$ cat src/rtl/vector_mem_responder_pkg.sv
// vector_mem_pkg: shared types and helpers for the vector memory responder.
//   state_t   - responder FSM states
//   LANES     - byte lanes per vector
//   LANE_W    - lane width in bits
//   VEC_W     - full vector width
//   IDX_W     - width of a lane index
//   lane_sel  - extract one lane from a vector
package vector_mem_pkg;

  localparam int LANES  = 16;
  localparam int LANE_W = 8;
  localparam int VEC_W  = LANES * LANE_W;
  localparam int IDX_W  = $clog2(LANES);

  typedef enum logic [1:0] {
    IDLE  = 2'd0,
    WRITE = 2'd1,
    READ  = 2'd2,
    RESP  = 2'd3
  } state_t;

  function automatic logic [LANE_W-1:0] lane_sel(input logic [VEC_W-1:0] vec,
                                                 input logic [IDX_W-1:0] idx);
    return vec[idx*LANE_W +: LANE_W];
  endfunction

endpackage

$ cat src/rtl/vector_mem_responder_read_tag_pipe.sv
// read_tag_pipe: DEPTH-deep shift register of {valid, lane index} that tracks
// each outstanding RAM read so the returning byte lands in the right lane.
//   clk, reset        - clock, async active-low reset (all stages invalid)
//   in_valid, in_idx  - tag for the read issued this cycle
//   out_valid, out_idx - tag whose data is on mem_q this cycle
module read_tag_pipe #(
  parameter int DEPTH = 1,
  parameter int IDX_W = 4
) (
  input  logic             clk,
  input  logic             reset,
  input  logic             in_valid,
  input  logic [IDX_W-1:0] in_idx,
  output logic             out_valid,
  output logic [IDX_W-1:0] out_idx
);

  logic [DEPTH-1:0] vld;
  logic [IDX_W-1:0] idx [DEPTH];

  always_ff @(posedge clk or negedge reset) begin
    if (!reset) begin
      vld <= '0;
      for (int k = 0; k < DEPTH; k++) idx[k] <= '0;
    end else begin
      vld[0] <= in_valid;
      idx[0] <= in_idx;
      for (int k = 1; k < DEPTH; k++) begin
        vld[k] <= vld[k-1];
        idx[k] <= idx[k-1];
      end
    end
  end

  assign out_valid = vld[DEPTH-1];
  assign out_idx   = idx[DEPTH-1];

endmodule

$ cat src/rtl/vector_mem_responder.sv
// vector_mem_responder: serialises one 128-bit vector load/store into 16
// byte accesses on an 8-bit RAM port and returns data or a write ack.
//
// state | meaning
// IDLE  | ready for a request, RAM port quiet
// WRITE | one lane written per cycle, base+0 .. base+15
// READ  | reads issued per cycle, captured READ_LATENCY cycles later
// RESP  | response held until rsp_ready
//
// Ports:
//   clk, reset                         - clock, async active-low reset
//   req_valid/ready/write/addr/wdata   - request channel
//   rsp_valid/ready/write/rdata        - response channel
//   mem_address/data/wren, mem_q       - byte-wide synchronous RAM port
//   busy                               - any state other than IDLE
module vector_mem_responder
  import vector_mem_pkg::*;
#(
  parameter int ADDR_W       = 8,
  parameter int READ_LATENCY = 1
) (
  input  logic              clk,
  input  logic              reset,
  input  logic              req_valid,
  output logic              req_ready,
  input  logic              req_write,
  input  logic [ADDR_W-1:0] req_addr,
  input  logic [VEC_W-1:0]  req_wdata,
  output logic              rsp_valid,
  input  logic              rsp_ready,
  output logic              rsp_write,
  output logic [VEC_W-1:0]  rsp_rdata,
  output logic [ADDR_W-1:0] mem_address,
  output logic [LANE_W-1:0] mem_data,
  output logic              mem_wren,
  input  logic [LANE_W-1:0] mem_q,
  output logic              busy
);

  // One extra bit so the issue counter can sit at LANES once issuing is done.
  localparam int CNT_W = IDX_W + 1;

  state_t            state;
  logic [ADDR_W-1:0] base;
  logic [VEC_W-1:0]  wdata;
  logic [VEC_W-1:0]  rdata;
  logic              write_q;
  logic [CNT_W-1:0]  cnt;

  logic              issue;
  logic              tag_valid;
  logic [IDX_W-1:0]  tag_idx;

  assign issue = (state == READ) && (cnt < CNT_W'(LANES));

  read_tag_pipe #(
    .DEPTH(READ_LATENCY),
    .IDX_W(IDX_W)
  ) u_read_tag_pipe (
    .clk      (clk),
    .reset    (reset),
    .in_valid (issue),
    .in_idx   (cnt[IDX_W-1:0]),
    .out_valid(tag_valid),
    .out_idx  (tag_idx)
  );

  always_ff @(posedge clk or negedge reset) begin
    if (!reset) begin
      state   <= IDLE;
      base    <= '0;
      wdata   <= '0;
      rdata   <= '0;
      write_q <= 1'b0;
      cnt     <= '0;
    end else begin
      case (state)
        IDLE: begin
          if (req_valid) begin
            base    <= req_addr;
            wdata   <= req_wdata;
            write_q <= req_write;
            cnt     <= '0;
            // Stores must answer with all-zero data; loads overwrite every lane.
            rdata   <= '0;
            state   <= req_write ? WRITE : READ;
          end
        end
        WRITE: begin
          cnt <= cnt + 1'b1;
          if (cnt == CNT_W'(LANES - 1)) state <= RESP;
        end
        READ: begin
          if (issue) cnt <= cnt + 1'b1;
          if (tag_valid) begin
            rdata[tag_idx*LANE_W +: LANE_W] <= mem_q;
            if (tag_idx == IDX_W'(LANES - 1)) state <= RESP;
          end
        end
        RESP: begin
          if (rsp_ready) state <= IDLE;
        end
        default: state <= IDLE;
      endcase
    end
  end

  // RAM port decoded only from registered state, so a reset drops mem_wren at once.
  always_comb begin
    mem_wren    = 1'b0;
    mem_address = '0;
    mem_data    = '0;
    if (state == WRITE) begin
      mem_wren    = 1'b1;
      mem_address = base + ADDR_W'(cnt);
      mem_data    = lane_sel(wdata, cnt[IDX_W-1:0]);
    end else if (state == READ) begin
      mem_address = issue ? (base + ADDR_W'(cnt)) : base;
    end
  end

  assign req_ready = (state == IDLE);
  assign busy      = (state != IDLE);
  assign rsp_valid = (state == RESP);
  assign rsp_write = write_q;
  assign rsp_rdata = rdata;

endmodule

$ cat config.mk
export PLATFORM = sky130hd
export DESIGN_NAME = vector_mem_responder
export DESIGN_NICKNAME = d
export VERILOG_FILES = /design/src/rtl/vector_mem_responder_pkg.sv /design/src/rtl/vector_mem_responder_read_tag_pipe.sv /design/src/rtl/vector_mem_responder.sv
export SDC_FILE = /design/constraint.sdc
export NUM_CORES = 1
export LEC_CHECK = 0
export ABC_AREA = 0
export CAP_MARGIN = 20
export CORE_MARGIN = 4
export CORE_UTILIZATION = 55
export DETAILED_ROUTE_END_ITERATION = 8
export PLACE_DENSITY_LB_ADDON = 0.25
export SLEW_MARGIN = 0
export SYNTH_ARGS = -nofsm -noshare
export SYNTH_HDL_FRONTEND = slang
export SYNTH_SLANG_ARGS = --single-unit
$ cat constraint.sdc
create_clock -name clk -period 4 [get_ports clk]
set_clock_uncertainty 0.1 [all_clocks]
set_input_delay 0.8 -clock clk [delete_from_list [all_inputs] [get_ports clk]]
set_output_delay 0.8 -clock clk [all_outputs]
set_load 0.05 [all_outputs]
Word-level counts from Yosys, hierarchy flattened
Cells that the tools add are included.

storage, ports and cells
  bits in registers = 277
  bits of input ports = 149
  logic and storage cells = 54
  output and inout port bits = 149

operators by class
  reductions and logical operators = 9
  magnitude comparators = 1
  eq/ne operators = 11
  multiplexer cells = 19
  shift-type cells = 3
  $add $sub $neg = 3

operator list
  operator                                                                  count
  128-bit two-way mux                                                       2
  128-bit one-hot mux with 2 select lines                                   1
  128-bit bitwise mux                                                       1
  8-bit by 34-bit variable shift with 128-bit output, first input constant  1
  128-bit by 8-bit indexed part select with 8-bit output                    1
  8-bit by 34-bit indexed part select with 128-bit output                   1
  7-bit negation with 34-bit output                                         1
  8-bit two-way mux                                                         4
  5-bit one-hot mux with 3 select lines                                     1
  2-bit two-way mux                                                         6
  5-bit two-way mux                                                         2
  8-bit by 5-bit adder with 8-bit output                                    1
  2-bit one-hot mux with 4 select lines                                     1
  2-bit by 1-bit inequality test with 1-bit output, second input constant   3
  2-bit inequality test, second input constant                              3
  3-bit AND reduction                                                       2
  5-bit by 1-bit adder with 5-bit output, second input constant             1
  5-bit by 4-bit equality test with 1-bit output, second input constant     1
  5-bit less-than comparator, second input constant                         1
  5-bit AND reduction                                                       1
  2-bit equality test, second input constant                                2
  4-bit equality test, second input constant                                1
  2-bit nonzero test                                                        2
  3-bit nonzero test                                                        1
  other kinds (5)                                                           5

Depth between registers and ports, before layout
  word-level depth = 5
  depth in mapped cells = 10
  gate-level depth less buffers = 7

Hierarchy
A second synthesis with hierarchy kept.

second synthesis, totals
  cells, all modules = 890
  area, all modules = 12011.5 um^2

by module, submodules not included
  module                cells an instance  area each (um^2)  times used  seq. area each (um^2)
  vector_mem_responder  885                11886.4           1           6806.5
  read_tag_pipe         5                  125.1             1           125.1

Least setup slack after synthesis
No wires, ideal clock.

  path kind = register to output
  start point = register cnt[1]
  end point = output mem_address[7]
  required time = 3100 ps
  slack = 440 ps
  stages on the path, launching flop included = 6
  arrival = 2660 ps
  path through = dfrtp_1 -> ha_1 -> a211oi_1 -> o21bai_1 -> a21o_1 -> a311oi_1

between the ends
  word-level cells in the longest chain between the ends = 5
  elaborated cells on any way between the ends = 6

ends and longest elaborated chain
  item                                                                            line                         RTL
  from (decl)                                                                     vector_mem_responder.sv:48   logic [CNT_W-1:0] cnt;
  from (signal assigned)                                                          vector_mem_responder.sv:90   cnt <= cnt + 1'b1;
  from (signal assigned)                                                          vector_mem_responder.sv:94   if (issue) cnt <= cnt + 1'b1;
  branches (longest 4 deep; another with 8-bit by 5-bit adder with 8-bit output)  -
  8-bit two-way mux *                                                             vector_mem_responder.sv:113  if (state == WRITE) begin
  to (decl)                                                                       vector_mem_responder.sv:33   output logic [ADDR_W-1:0] mem_address,

Mark *: on every way between the ends.

Worst setup path in the final report
  start point = register cnt[0]
  end point = output mem_address[4]

The elaborated chain is that of the path after synthesis.

==> out/metrics.csv <==
metric,value,unit
worstMarginPinSlew,0.9778,ns
dpl.cell_count,1656,
drive_above_1_share,19.94,%
p_switching,4.951,mW
crit_path_start_kind,register,
first_pass_iters,5,
reg2reg_depth,7,
finalCritPeriodShare,93.53,%
clock_path_buffers,3,
wl_per_cell,21.76,microns
num_vias,10370,
synthDistinctLibCells,65,
p_comb_share,43.8,%
drc,0,
clkLatencyLatePin,0.54,ns
synthesis.area,12920,sq um
max_freq,267.3,MHz
viasPerCell,6.075,
die-area,26010,sq um
tns,0,ns
cp.arrival,2.84,ns
grt_setup_unrepaired,false,
layout_commonest_cell,clkdlybuf4s50_1,
core-area,22850,sq um
synthesis.nets,1260,
end_kind,primary output,
synth_xor_area_share,0.4164,%
io_buffers,297,
cts_sinks,277,
die_w,161.3,microns
cts-resized-gates,0,
clockPowerShare,22.9,%
htree_levels,1,
drt_iter0_drc,786,
cts_tree,built,
synth_edf_count,0,
power,12.79,mW
syn_inst,1096,
nets,1537,
r2r-start,state[0],
finalSetupViolCount,0,
synth_top_flop_cell,dfrtp_1,
io_pins,298,
synth_mux_area_share,17.38,%
worstSetupStartpoint,cnt[0],
drv_slew,0,
synth_warnings,0,
switching_share,38.70,%
r2r_slack,0.95,ns
synth_compound_area_share,11.06,%
period_needed,3.741,ns
grt_usage,27.92,%
finalHoldViolCount,0,
peakVddDrop,0.0004791,V
dpl.hpwl,25940,microns
cellPowerDensity,740.0,nW/um^2
leakagePower,7.297,nW
cts_root_buffer,clkbuf_16,
clk_pin_slew,0.06,ns
crit_chain,ha_1 > fa_1 > a21o_1 > a21oi_1 > xnor2_1 > a2111o_1 > buf_12,
die_y,161.3,microns
ant_nets,0,
synth-adder-area-share,1.511,%
status,completed,
final_core_util,75.68,%
rows,55,
slew_headroom,33.13,%
yosys.area_share.simple,13.15,%
hold_class,in -> async,
grt_pass1_vias,10611,
crit_type,reg -> out,
gp_congestion,0.8735,
hold_buffers,0,
p_int,7.843,mW
grt_max_degree,90,
antenna_cells,0,
crit_slowest_cell,a2111o_1,
synthArstFlopShare,100.0,%
grt_overflow,0,
wl,37140,microns
synth_top_family_by_area,multiplexers,
syn_avg_cell_area,11.79,sq um
final_cell_mix,"282 x clkdlybuf4s50_1, 276 x dfrtp_1, 157 x nand2_1, 145 x mux2_2, 82 x o22ai_1",
post_cts_buffers,0,
seq_power_share,33.3,%
ys_ff_latch,277,
fin_hold_ws,0.09429,ns
yosysSeqAreaShare,53.65,%
cts_made_buffers,28,
syn2layout_area_growth,33.81,%
grt_pass1_wl,58290,microns
final_cells,1707,
start_util,56.56,%
worstPathMaxFanout,5,
antenna_found_initial,2,
worstPathRequired,3.10,ns
max-cap-violations,0,
regToRegEndpoint,rsp_rdata[60],
critPathMaxStageDelay,0.46,ns
critical path: cells and delay by family, from the launching register on:
kind / cells / cell delay, ns
fa+ha+maj: 2 / 0.64
buf+inv: 1 / 0.17
xor+xnor: 1 / 0.10
compound gates: 3 / 0.96
flops: 1 / 0.43
synthesized netlist by cell type, drive strengths merged, types with 2 or more instances:
cell type	n	share of area, %
dfrtp	277	54
nand2	159	4.6
mux2	145	13
o22ai	82	4.0
nand3	48	1.9
o211ai	42	2.5
nand4	40	2.1
buf	37	1.6
clkbuf	31	0.90
mux2i	23	1.8
nor2	19	0.73
mux4	17	3.0
o21ai	16	0.62
nand2b	15	0.73
a21oi	14	0.60
a22o	14	1.0
ha	14	1.4
inv	13	0.38
nor3b	10	0.76
a22oi	9	0.52
nor2b	8	0.39
o221ai	8	0.54
and2	7	0.34
nor3	7	0.61
a21o	6	0.36
nor4	6	0.46
a211oi	3	0.17
and3	3	0.15
nand3b	2	0.12
or2	2	0.097
or4	2	0.15
xnor2	2	0.28
xor2	2	0.14
metrics by stage:
step                worst slack (ns)  instance area, sq um
floorplan                     0.4399                 12920
global placement              0.8333                 16250
detailed placement            0.8179                 16250
CTS                           0.2385                 17290
global route                 0.09443                 17290
finish                        0.2587                 17290
registers in the layout, summed over array words and instances, names as in the netlist:
name / flops
rsp_write: 1
wdata: 128
base: 8
cnt: 5
state: 2
u_read_tag_pipe.out_valid: 1
rsp_rdata: 128
u_read_tag_pipe.out_idx: 4
kinds of logic (layout without fill, tap and decap cells):
group / after synthesis / count (layout)
simple gates: 329 / 329
flops: 277 / 277
compound gates: 205 / 205
mux: 185 / 185
buf+inv: 81 / 379
fa+ha+maj: 15 / 15
xor+xnor: 4 / 4
metal layers:
metal  routed length, microns  share of wire [%]  vias to the layer above  GRT usage [%]
met2                    18610                 50                      505          48.27
met3                     3542                9.5                      105          7.553
met4                     1436                3.9                        4          10.31
li1                         -                  -                     4623              -
met1                    13520                 36                     5133          33.75
met5                       28              0.075                        -              0
power by group through the flow:
| stage | clock [mW] | combinational, mW | sequential (mW) |
|---|---|---|---|
| floorplan | 0 | 3.54 | 4.47 |
| global placement | 0 | 5.47 | 4.22 |
| detailed placement | 0 | 5.58 | 4.29 |
| CTS | 2.96 | 5.63 | 4.25 |
| global route | 3.10 | 5.96 | 4.37 |
| finish | 2.93 | 5.60 | 4.26 |
how the worst max path moves through the flow:
stage | slack [ns] | endpoint
2_1_floorplan | 0.44 | mem_address[7]
3_3_place_gp | 0.83 | mem_address[4]
3_5_place_dp | 0.82 | mem_address[4]
4_1_cts | 0.24 | mem_address[4]
5_1_grt | 0.09 | mem_address[4]
6_report | 0.26 | mem_address[4]
cell type report:
type                    instances  area (sq um)
clock buffers                  39         782.0
clock inverters                12         254.0
fillers                      1530          5557
inverters                      13         48.80
multi-input cells             738          5640
flip-flops and latches        277          6933
well taps                     313         391.6
repair buffers                315          3241
No activity file was read; power rests on OpenSTA's default activity.
